[config.mk]
export PLATFORM = sky130hd
export DESIGN_NAME = fsm_tick_counter
export DESIGN_NICKNAME = d
export VERILOG_FILES = /design/src/rtl/fsm_tick_pkg.sv /design/src/rtl/fsm_tick_counter_tick_gen.sv /design/src/rtl/fsm_tick_counter.sv
export SDC_FILE = /design/constraint.sdc
export NUM_CORES = 1
export LEC_CHECK = 0
export ABC_AREA = 1
export BUFFER_PORTS_ARGS = -buffer_cell sky130_fd_sc_hd__buf_2
export CAP_MARGIN = 15
export CORE_MARGIN = 3
export CORE_UTILIZATION = 45
export CTS_CLUSTER_DIAMETER = 150
export DETAILED_ROUTE_END_ITERATION = 10
export PLACE_DENSITY_LB_ADDON = 0.05
export SLEW_MARGIN = 30
export SYNTH_ARGS = -nofsm -noshare
export SYNTH_HDL_FRONTEND = slang
export SYNTH_SLANG_ARGS = --single-unit
[constraint.sdc]
create_clock -name clk -period 3 [get_ports clk]
set_clock_uncertainty 0.05 [all_clocks]
set_input_delay 0.3 -clock clk [delete_from_list [all_inputs] [get_ports clk]]
set_output_delay 0.3 -clock clk [all_outputs]
set_load 0.005 [all_outputs]
[src/rtl/fsm_tick_pkg.sv]
// Shared definitions for the tick-driven counting controller:
// state encoding and the divider width helper.
package fsm_tick_pkg;

    // State encoding; PAUSE is only reachable when the pause feature is built in.
    typedef enum logic [1:0] {
        ST_IDLE  = 2'd0,
        ST_COUNT = 2'd1,
        ST_DONE  = 2'd2,
        ST_PAUSE = 2'd3
    } state_t;

    // Bits needed to count 0..tick_div-1 (never less than one bit).
    function automatic int div_width(input int tick_div);
        return (tick_div > 2) ? $clog2(tick_div) : 1;
    endfunction

endpackage

[src/rtl/fsm_tick_counter_tick_gen.sv]
// Tick divider: counts 0..TICK_DIV-1 and emits a registered one-cycle
// strobe on the wrap. `clear` restarts it from 0, `hold` freezes it.
module tick_gen
    import fsm_tick_pkg::*;
#(
    parameter int TICK_DIV = 1500000
) (
    input  logic clk,
    input  logic rst,
    input  logic clear,
    input  logic hold,
    output logic tick
);

    localparam int             DW   = div_width(TICK_DIV);
    localparam logic [DW-1:0]  LAST = DW'(TICK_DIV - 1);
    localparam logic [DW-1:0]  ONE  = DW'(1);

    logic [DW-1:0] div_reg;

    // Divider count and tick strobe; clear wins over hold.
    always_ff @(posedge clk or posedge rst) begin
        if (rst) begin
            div_reg <= '0;
            tick    <= 1'b0;
        end else if (clear) begin
            div_reg <= '0;
            tick    <= 1'b0;
        end else if (hold) begin
            tick    <= 1'b0;
        end else if (div_reg == LAST) begin
            div_reg <= '0;
            tick    <= 1'b1;
        end else begin
            div_reg <= div_reg + ONE;
            tick    <= 1'b0;
        end
    end

endmodule

[src/rtl/fsm_tick_counter.sv]
// Moore counting controller: `go` starts a count up to (or down from) a
// latched limit, one step per divider tick, then holds DONE for DONE_TICKS
// ticks before returning to IDLE. `abort` returns to IDLE from any busy state.
// Optional pause support is compiled in with FSM_TICK_COUNTER_PAUSE_EN:
// `go` then toggles between COUNT and PAUSE, freezing count and divider.
module fsm_tick_counter
    import fsm_tick_pkg::*;
#(
    parameter int WIDTH      = 4,
    parameter int TICK_DIV   = 1500000,
    parameter int DONE_TICKS = 1
) (
    input  logic             clk,
    input  logic             rst,
    input  logic             go,
    input  logic             abort,
    input  logic             dir_down,
    input  logic [WIDTH-1:0] limit,
    output logic [WIDTH-1:0] count,
    output logic             busy,
    output logic             done,
    output logic             tick
);

    localparam int               DCW       = (DONE_TICKS > 1) ? $clog2(DONE_TICKS) : 1;
    localparam logic [DCW-1:0]   DONE_LAST = DCW'(DONE_TICKS - 1);
    localparam logic [DCW-1:0]   DONE_ONE  = DCW'(1);
    localparam logic [WIDTH-1:0] ONE       = WIDTH'(1);

    state_t           state_reg, state_next;
    logic [WIDTH-1:0] count_reg, count_next;
    logic [WIDTH-1:0] limit_reg, limit_next;
    logic             dir_reg, dir_next;
    logic [DCW-1:0]   done_cnt_reg, done_cnt_next;
    logic [WIDTH-1:0] target;
    logic             div_clear;
    logic             div_hold;
    logic             tick_w;

    // Terminal value: the latched limit when counting up, zero when counting down.
    assign target = dir_reg ? '0 : limit_reg;

    // Divider freezes for exactly the cycles spent in PAUSE.
    assign div_hold = (state_next == ST_PAUSE);

    tick_gen #(
        .TICK_DIV (TICK_DIV)
    ) u_tick_gen (
        .clk   (clk),
        .rst   (rst),
        .clear (div_clear),
        .hold  (div_hold),
        .tick  (tick_w)
    );

    // State, count, latched operands and done-tick counter.
    always_ff @(posedge clk or posedge rst) begin
        if (rst) begin
            state_reg    <= ST_IDLE;
            count_reg    <= '0;
            limit_reg    <= '0;
            dir_reg      <= 1'b0;
            done_cnt_reg <= '0;
        end else begin
            state_reg    <= state_next;
            count_reg    <= count_next;
            limit_reg    <= limit_next;
            dir_reg      <= dir_next;
            done_cnt_reg <= done_cnt_next;
        end
    end

    // Next-state logic; priority is abort, then tick, then go.
    always_comb begin
        state_next    = state_reg;
        count_next    = count_reg;
        limit_next    = limit_reg;
        dir_next      = dir_reg;
        done_cnt_next = done_cnt_reg;
        div_clear     = 1'b0;
        case (state_reg)
            ST_IDLE: begin
                count_next = '0;
                if (go) begin
                    limit_next = limit;
                    dir_next   = dir_down;
                    count_next = dir_down ? limit : '0;
                    div_clear  = 1'b1;
                    state_next = ST_COUNT;
                end
            end
            ST_COUNT: begin
                if (abort) begin
                    state_next = ST_IDLE;
                    count_next = '0;
                end else if (tick_w) begin
                    // Terminal check precedes the step, so the count never wraps.
                    if (count_reg == target) begin
                        state_next    = ST_DONE;
                        done_cnt_next = '0;
                    end else begin
                        count_next = dir_reg ? (count_reg - ONE) : (count_reg + ONE);
                    end
                end
`ifdef FSM_TICK_COUNTER_PAUSE_EN
                else if (go) begin
                    state_next = ST_PAUSE;
                end
`endif
            end
            ST_DONE: begin
                if (abort) begin
                    state_next = ST_IDLE;
                    count_next = '0;
                end else if (tick_w) begin
                    if (done_cnt_reg == DONE_LAST) begin
                        state_next = ST_IDLE;
                        count_next = '0;
                    end else begin
                        done_cnt_next = done_cnt_reg + DONE_ONE;
                    end
                end
            end
`ifdef FSM_TICK_COUNTER_PAUSE_EN
            ST_PAUSE: begin
                if (abort) begin
                    state_next = ST_IDLE;
                    count_next = '0;
                end else if (go) begin
                    state_next = ST_COUNT;
                end
            end
`endif
            default: begin
                state_next = ST_IDLE;
                count_next = '0;
            end
        endcase
    end

    // Outputs decoded from registered state only.
    assign count = count_reg;
`ifdef FSM_TICK_COUNTER_PAUSE_EN
    assign busy  = (state_reg == ST_COUNT) || (state_reg == ST_PAUSE);
`else
    assign busy  = (state_reg == ST_COUNT);
`endif
    assign done  = (state_reg == ST_DONE);
    assign tick  = tick_w;

endmodule

Word level (Yosys, flattened, before mapping) --
Cells that the tools add are included.
Storage, ports and cells: flip-flop bits (word level) 34, input port bits 9, output and inout port bits 7, logic and storage cells 65
Operators by class: add/subtract/negate cells 4, eq/ne operators 15, mux-type cells 34, reduce and logical (&&, ||, !) cells 5
Operator list (count):
- $mux W21 | 3
- $mux W4 | 10
- $add A21 B1 Y21 const B | 1
- $eq A21 B21 Y1 const B | 1
- $mux W2 | 7
- $pmux W4 S3 | 1
- $mux W1 | 11
- $ne A2 B1 Y1 const B | 3
- $ne A2 B2 Y1 const B | 3
- $ne A3 B2 Y1 const B | 2
- $ne A3 B3 Y1 const B | 2
- $pmux W2 S3 | 1
- $reduce_and A6 Y1 | 1
- $add A4 B1 Y4 const B | 1
- $eq A2 B2 Y1 const B | 2
- $eq A4 B4 Y1 | 1
- $reduce_and A4 Y1 | 1
- $sub A4 B1 Y4 const B | 1
- $eq A2 B1 Y1 const B | 1
- $logic_not A2 Y1 | 1
- $pmux W1 S2 | 1
- $reduce_and A2 Y1 | 1
- $reduce_bool A2 Y1 | 1
- $add A1 B1 Y1 const B | 1

Depth between registers and ports, before layout --
Gate-level depths: netlist of run 1.
depth after elaboration 9, depth in mapped cells 9, mapped depth without buffers 9

By module --
Synthesis of run 1 repeated with hierarchy kept, for this count alone.
Unflattened totals: cells, all modules 306, area, all modules 2207.1 sq um
By module, submodules not included:
- tick_gen | times used 1, cells each 200, area each 1401.3 sq um, sequential area each 550.5 sq um
- fsm_tick_counter | times used 1, cells each 106, area each 805.8 sq um, sequential area each 275.3 sq um

Least setup slack after synthesis of run 1 --
Ideal clock, no wire load.
path type reg2reg, start point register count_reg[0] (netlist: count[0]), end point register count_reg[2] (netlist: count[2]), library setup time 0.066 ns, data arrival time 1.341 ns, data required time 2.884 ns, path slack 1.543 ns, stages on the path, launching flop included 7, buffers on the path 0, period minus slack after synthesis 1.457 ns, cells stage by stage dfrtp_1 -> inv_1 -> fa_1 -> xor2_1 -> o21ai_0 -> nand4_1 -> nand2_1
Between the ends: word-level cells in the longest chain between the ends 6, elaborated cells on any way between the ends 10, those cells by class add/sub: 2; eq/ne: 2; mux: 5; reduce/logical: 1
RTL lines:
- start, declared | line fsm_tick_counter.sv:31 | logic [WIDTH-1:0] count_reg, count_next;
- start signal, assigned | line fsm_tick_counter.sv:66 | count_reg <= count_next;
- $add A4 B1 Y4 / $sub A4 B1 Y4 (equally long branches) | line fsm_tick_counter.sv:102 | count_next = dir_reg ? (count_reg - ONE) : (count_reg + ONE);
- $mux W4 | line fsm_tick_counter.sv:102
- $mux W4 | line fsm_tick_counter.sv:98 | if (count_reg == target) begin
- $mux W4 | line fsm_tick_counter.sv:96 | end else if (tick_w) begin
- $mux W4 | line fsm_tick_counter.sv:93 | if (abort) begin
- $pmux W4 S3 | line fsm_tick_counter.sv:81 | case (state_reg)
Several ways; a longest one is shown, not always the timed one. The select of a mux whose other input is x is not followed. A chain may end at the register's enable or synchronous reset.

Worst setup path in the final report of run 1 --
Ends and elaborated chain as after synthesis.

==> flow_summary.yaml, run 1 <==
layout:
  finalNonFillerCells: 314
  final_design_area_no_fill_um2: 2140
  n_antenna_cell: 0
  fin_nets: 277
  largest_reg_flops: 21
  n_fill_cell: 404
  drive_gt1_frac: 0.193
  syn_to_final_growth_pct: 11.3
grt:
  antenna_found_initial: 0
  grt_pass1_vias: 1569
  grt_pass1_wl_um: 7040
  grt_usage: 0.177
  grt_max_degree: 34
  overflow: 0
pwr:
  p_sw_mw: 0.547
  p_leak_nw: 1.02
  pwr-share-clk: 0.233
  seqPwrFrac: 0.423
  combPwrFrac: 0.344
  p_sw_frac: 0.378
  power.density_nw_per_um2: 676
  intPower_mw: 0.899
  max-vdd-ir-drop_mv: 0.311
logic_synthesis:
  postSynthCellCount: 243
  yosysTopAreaCell: "dfrtp_1"
  ys_ff_latch: 33
  synthesis.area_um2: 1920
  synth.most_common_cell: "nand2_1"
  synth_top_flop_cell: "dfrtp_1"
  synth_nets: 256
  netlist-cell-type-count: 24
  ys_warn_count: 0
  postSynth.asyncResetShare: 1.00
  synth_area_leaders: "dfrtp_1 (43%), nand2_1 (12%), nor2_1 (6.6%), xor2_1 (5.5%), nand3_1 (4.7%)"
  seq_area_frac_synth: 0.429
  ys_top_cells_by_count: "nand2_1 (62), nor2_1 (34), dfrtp_1 (33)"
  synth-edff-count: 0
  syn_avg_cell_area_um2: 7.91
  netlist.area_leader.share: 0.429
worst_setup_path:
  cp.arrival_ps: 1780
  worst-path-buf-inv: 1
  crit_family: "flip-flops"
  required_ps: 3170
  worst-path-max-fanout: 6
  start_kind: "register"
  reg2reg_slack_ps: 1390
  critical_path.max_stage_delay_ps: 470
  path_cells: "inv_1 > fa_1 > xor2_1 > o21ai_0 > nand4_1 > nand2_1"
  worstSetupPathType: "reg -> reg"
  endpoint_kind: "register"
  cp_slowest_cell: "dfrtp_1"
floorplan:
  dieArea_um2: 5090
  start_util: 0.474
  num_rows: 23
  coreArea_um2: 4060
  ios: 16
  die_y_um: 71.4
  die_x_um: 71.4
clock_tree:
  cts.repair.resized: 0
  root_buffer: "clkbuf_8"
  htree_num_levels: 2
  cts_tree: "done"
  postCtsSetupRepairBufs: 0
  cts_num_sinks: 33
  cts_hold_buf: 0
  cts_buffers: 5
  cts_buffer_depth: 2
  path_clk_slew_ps: 70
  insertion_delay_ps: 280
run:
  drv_cap: 0
placed_design:
  io_buffers: 15
  dp_hpwl_um: 3040
  placed_cells: 307
  gp_congestion: 0.818
  post_dp_cell_area_um2: 2050
detailed_routing:
  drt_iter0_drc: 81
  wl_per_cell_um: 12.6
  vias_per_cell: 4.90
  dr.pass1.iters: 4
  drc: 0
  vias: 1538
  drt_wl_total_um: 3940
  drtAntennaViolNets: 0
sta:
  fmax_ghz: 0.622
  fin_crit_sh: 0.535
  rsz0062_at_grt: "false"
  tns_ps: 0
  fin_crit_ps: 1610
  hold_viol_final: 0
  setup_violations: 0
  tightest_slew_ps: 421
  slew_viol_final: 0
  hold_ws_ps: 48.0
  relSlewSlack: 0.719
status:
  outcome: "finished clean"
min_path:
  min_path_type: "in -> async"
## worst paths after layout
kind | to | depth (start not counted) | from
setup / recovery | count[2] | 6 | count[0]
hold / removal | count[0] | 3 | rst
setup reg to reg | count[2] | 6 | count[0]
hold reg to reg | u_tick_gen.div_reg[0] | 1 | u_tick_gen.div_reg[0]
max in group asynchronous | u_tick_gen.div_reg[16] | 3 | rst
min in group clk | limit_reg[1] | 3 | limit[1]
## power groups by stage
stage,Clock (mW),Sequential (mW),Combinational [mW]
floorplan,0,0.600,0.398
detailed placement,0,0.623,0.513
finish,0.337,0.612,0.498
global placement,0,0.621,0.508
CTS,0.351,0.615,0.514
global route,0.368,0.628,0.590
## metrics by stage
step                      utilization  setup slack (ps)  power (mW)
after floorplan                     -              1540       0.998
after CTS                       0.528              1370        1.48
after global placement          0.506              1390        1.13
final                           0.528              1390        1.45
after detailed placement        0.506              1390        1.14
after global routing            0.528              1240        1.59
## tightest hold or removal path: stages
cell   delay, ps
buf_2        100
inv_1         40
buf_4        370
## per-layer routing
metal	vias up	global-route usage	wire, um
met5	-	0	0
met4	0	0.0668	61
met3	7	0.0505	124
met2	19	0.305	2020
met1	713	0.210	1730
li1	799	-	-
## layout make-up
type                            instances  area [um^2]  area share
Inverter                               27          101      0.0473
Timing Repair Buffer                   17         90.1      0.0421
Tap cell                               50         62.6      0.0292
Sequential cell                        33          826       0.386
Multi-Input combinational cell        180          975       0.455
Clock buffer                            7         86.3      0.0403
## logic make-up after synthesis
kind of cell / synth area share
flip-flops: 0.429
adder cells (fa/ha/maj): 0.0299
XOR/XNOR: 0.0774
AO/OA/AOI/OAI: 0.0234
buffers and inverters: 0.0638
AND/OR/NAND/NOR: 0.376
## cell usage in the layout (no fill, tap or decap), drive strengths merged
cell type  instances
nand2             68
nor2              45
dfrtp             33
inv               27
nand3             22
buf               17
xor2              12
o21ai              8
nand4              7
clkbuf             7
xnor2              5
nor3               5
ha                 3
nand3b             2
a21oi              1
nor3b              1
fa                 1
Note: power is estimated with default switching activity, not from simulation.
==> run 2, diff against run 1 <==
==> constraint.sdc (replaced) <==
create_clock -name clk -period 1.64 [get_ports clk]
set_clock_uncertainty 0.05 [all_clocks]
set_input_delay 0.164 -clock clk [delete_from_list [all_inputs] [get_ports clk]]
set_output_delay 0.164 -clock clk [all_outputs]
set_load 0.005 [all_outputs]
==> run 2 against run 1 <==
Compared with the run above: maximum frequency increased by 4.3%; via count increased by 0.98%; critical path depth decreased by 1; critical endpoint is now count[1]; largest cell class unchanged; highest routed layer unchanged.
==> flow_summary.yaml, run 2 (synthesized netlist as in run 1, its figures left out) <==
grt:
  grt_usage: 0.176
  antenna_found_initial: 0
  grt_pass1_wl_um: 7010
  grt_max_degree: 34
  overflow: 0
  grt_pass1_vias: 1544
sta:
  tns_ps: 0
  fin_crit_ps: 1540
  fin_crit_sh: 0.939
  relSlewSlack: 0.718
  tightest_slew_ps: 422
  hold_ws_ps: 70.1
  setup_violations: 0
  slew_viol_final: 0
  hold_viol_final: 0
  fmax_ghz: 0.650
worst_setup_path:
  path_cells: "inv_2 > fa_1 > o21ai_0 > nand4_1 > nand2_1"
  start_kind: "register"
  cp.arrival_ps: 1700
  endpoint_kind: "register"
  rr_worst_depth: 5
  worstSetupPathType: "reg -> reg"
  critical_path.max_stage_delay_ps: 470
  crit_start: "dir_reg"
  required_ps: 1800
  r2r_start: "dir_reg"
  worst-path-max-fanout: 9
  cp_slowest_cell: "dfrtp_2"
layout:
  finalNonFillerCells: 322
  largest_reg_flops: 21
  n_antenna_cell: 0
  fin_util: 0.550
  multi_input_area_um2: 990
  n_fill_cell: 387
  regArea_um2: 828
  syn_to_final_growth_pct: 16.1
  final_cell_mix: "nand2_1 (61), nor2_1 (34), dfrtp_1 (31), inv_1 (22), nand3_1 (18)"
  final_common_cell: "nand2_1"
  fin_nets: 285
  drive_gt1_frac: 0.228
floorplan:
  die_x_um: 71.4
  die_y_um: 71.4
  dieArea_um2: 5090
  num_rows: 23
  ios: 16
  start_util: 0.474
  coreArea_um2: 4060
pwr:
  max-vdd-ir-drop_mv: 0.513
  p_sw_frac: 0.373
  total_power_mw: 2.78
  intPower_mw: 1.74
  combPwrFrac: 0.376
  p_leak_nw: 1.06
  seqPwrFrac: 0.403
  pwr-share-clk: 0.221
  p_sw_mw: 1.04
  power.density_nw_per_um2: 1240
detailed_routing:
  dr.pass1.iters: 4
  drc: 0
  vias_per_cell: 4.82
  drt_iter0_drc: 70
  wl_per_cell_um: 12.7
  drt_wl_total_um: 4080
  vias: 1553
  drtAntennaViolNets: 0
placed_design:
  io_buffers: 15
  placed_cells: 312
  dp_hpwl_um: 2960
  gp_congestion: 0.801
clock_tree:
  cts_tree: "done"
  path_clk_slew_ps: 70
  cts_buffers: 5
  root_buffer: "clkbuf_8"
  cts_num_sinks: 33
  htree_num_levels: 2
  insertion_delay_ps: 280
  cts_buffer_depth: 2
min_path:
  worstHoldStart: "limit[1]"
  min_path_type: "in -> reg"
  min_path_cells: 3
status:
  outcome: "finished clean"
run:
  drv_cap: 0
[run 2: cell types whose count changed in the layout (fill, tap and decap cells not counted)]
| cell | before | now |
|---|---|---|
| ha_1 | 3 | 2 |
| nand2_2 | 6 | 7 |
| buf_4 | 2 | 8 |
| dfrtp_2 | 0 | 2 |
| dlygate4sd3_1 | 0 | 1 |
| buf_12 | 0 | 1 |
| nand2_1 | 62 | 61 |
| ha_4 | 0 | 1 |
| dfrtp_1 | 33 | 31 |
[run 2: final timing paths]
| check | endpoint | slack [ps] |
|---|---|---|
| max in group asynchronous | dir_reg | 750 |
| max | count[1] | 100 |
| min in group asynchronous | state_reg[1] | 460 |
| max reg2reg | count[1] | 100 |
| min reg2reg | limit_reg[0] | 460 |
| min | limit_reg[1] | 70 |
[run 2: worst max-delay path: cells and delay by family, from the launching register on]
| kind | cells | cell delay [ps] |
|---|---|---|
| buffers and inverters | 1 | 150 |
| adders and majority gates | 1 | 410 |
| DFF | 1 | 470 |
| AOI/OAI and AO/OA | 1 | 160 |
| and+or+nand+nor | 2 | 220 |
[run 2: routing by layer]
metal,GRT usage,vias up,routed length [um]
li1,-,820,-
met1,0.215,708,1840
met2,0.298,21,2070
met3,0.0477,4,131
met4,0.0605,0,38
met5,0,-,0
[run 2: through the flow]
stage | worst slack, ps | area, um^2
finish | 101 | 2230
CTS | 71.3 | 2200
detailed placement | 86.5 | 2100
global placement | 114 | 2100
floorplan | 183 | 1920
global route | -13.9 | 2230
[run 2: power by group through the flow]
stage | Combinational, mW | Sequential [mW] | Clock, mW
floorplan | 0.728 | 1.10 | 0
CTS | 1.01 | 1.10 | 0.642
global route | 1.20 | 1.14 | 0.679
global placement | 1.01 | 1.12 | 0
finish | 1.04 | 1.12 | 0.613
detailed placement | 1.00 | 1.12 | 0
[run 2: timing repair]
action | CTS | global route
setup endpoints to repair | 0 | 4
hold buffers | 1 | 0
resized for setup | 0 | 4
endpoints found under the hold margin | 33 | 0
setup buffers | 0 | 2
[run 2: layout make-up]
class                   instances  area share
repair buffers                 25      0.0739
clock buffers                   7      0.0387
well taps                      50      0.0280
flip-flops and latches         33       0.371
multi-input cells             180       0.443
inverters                      27      0.0454
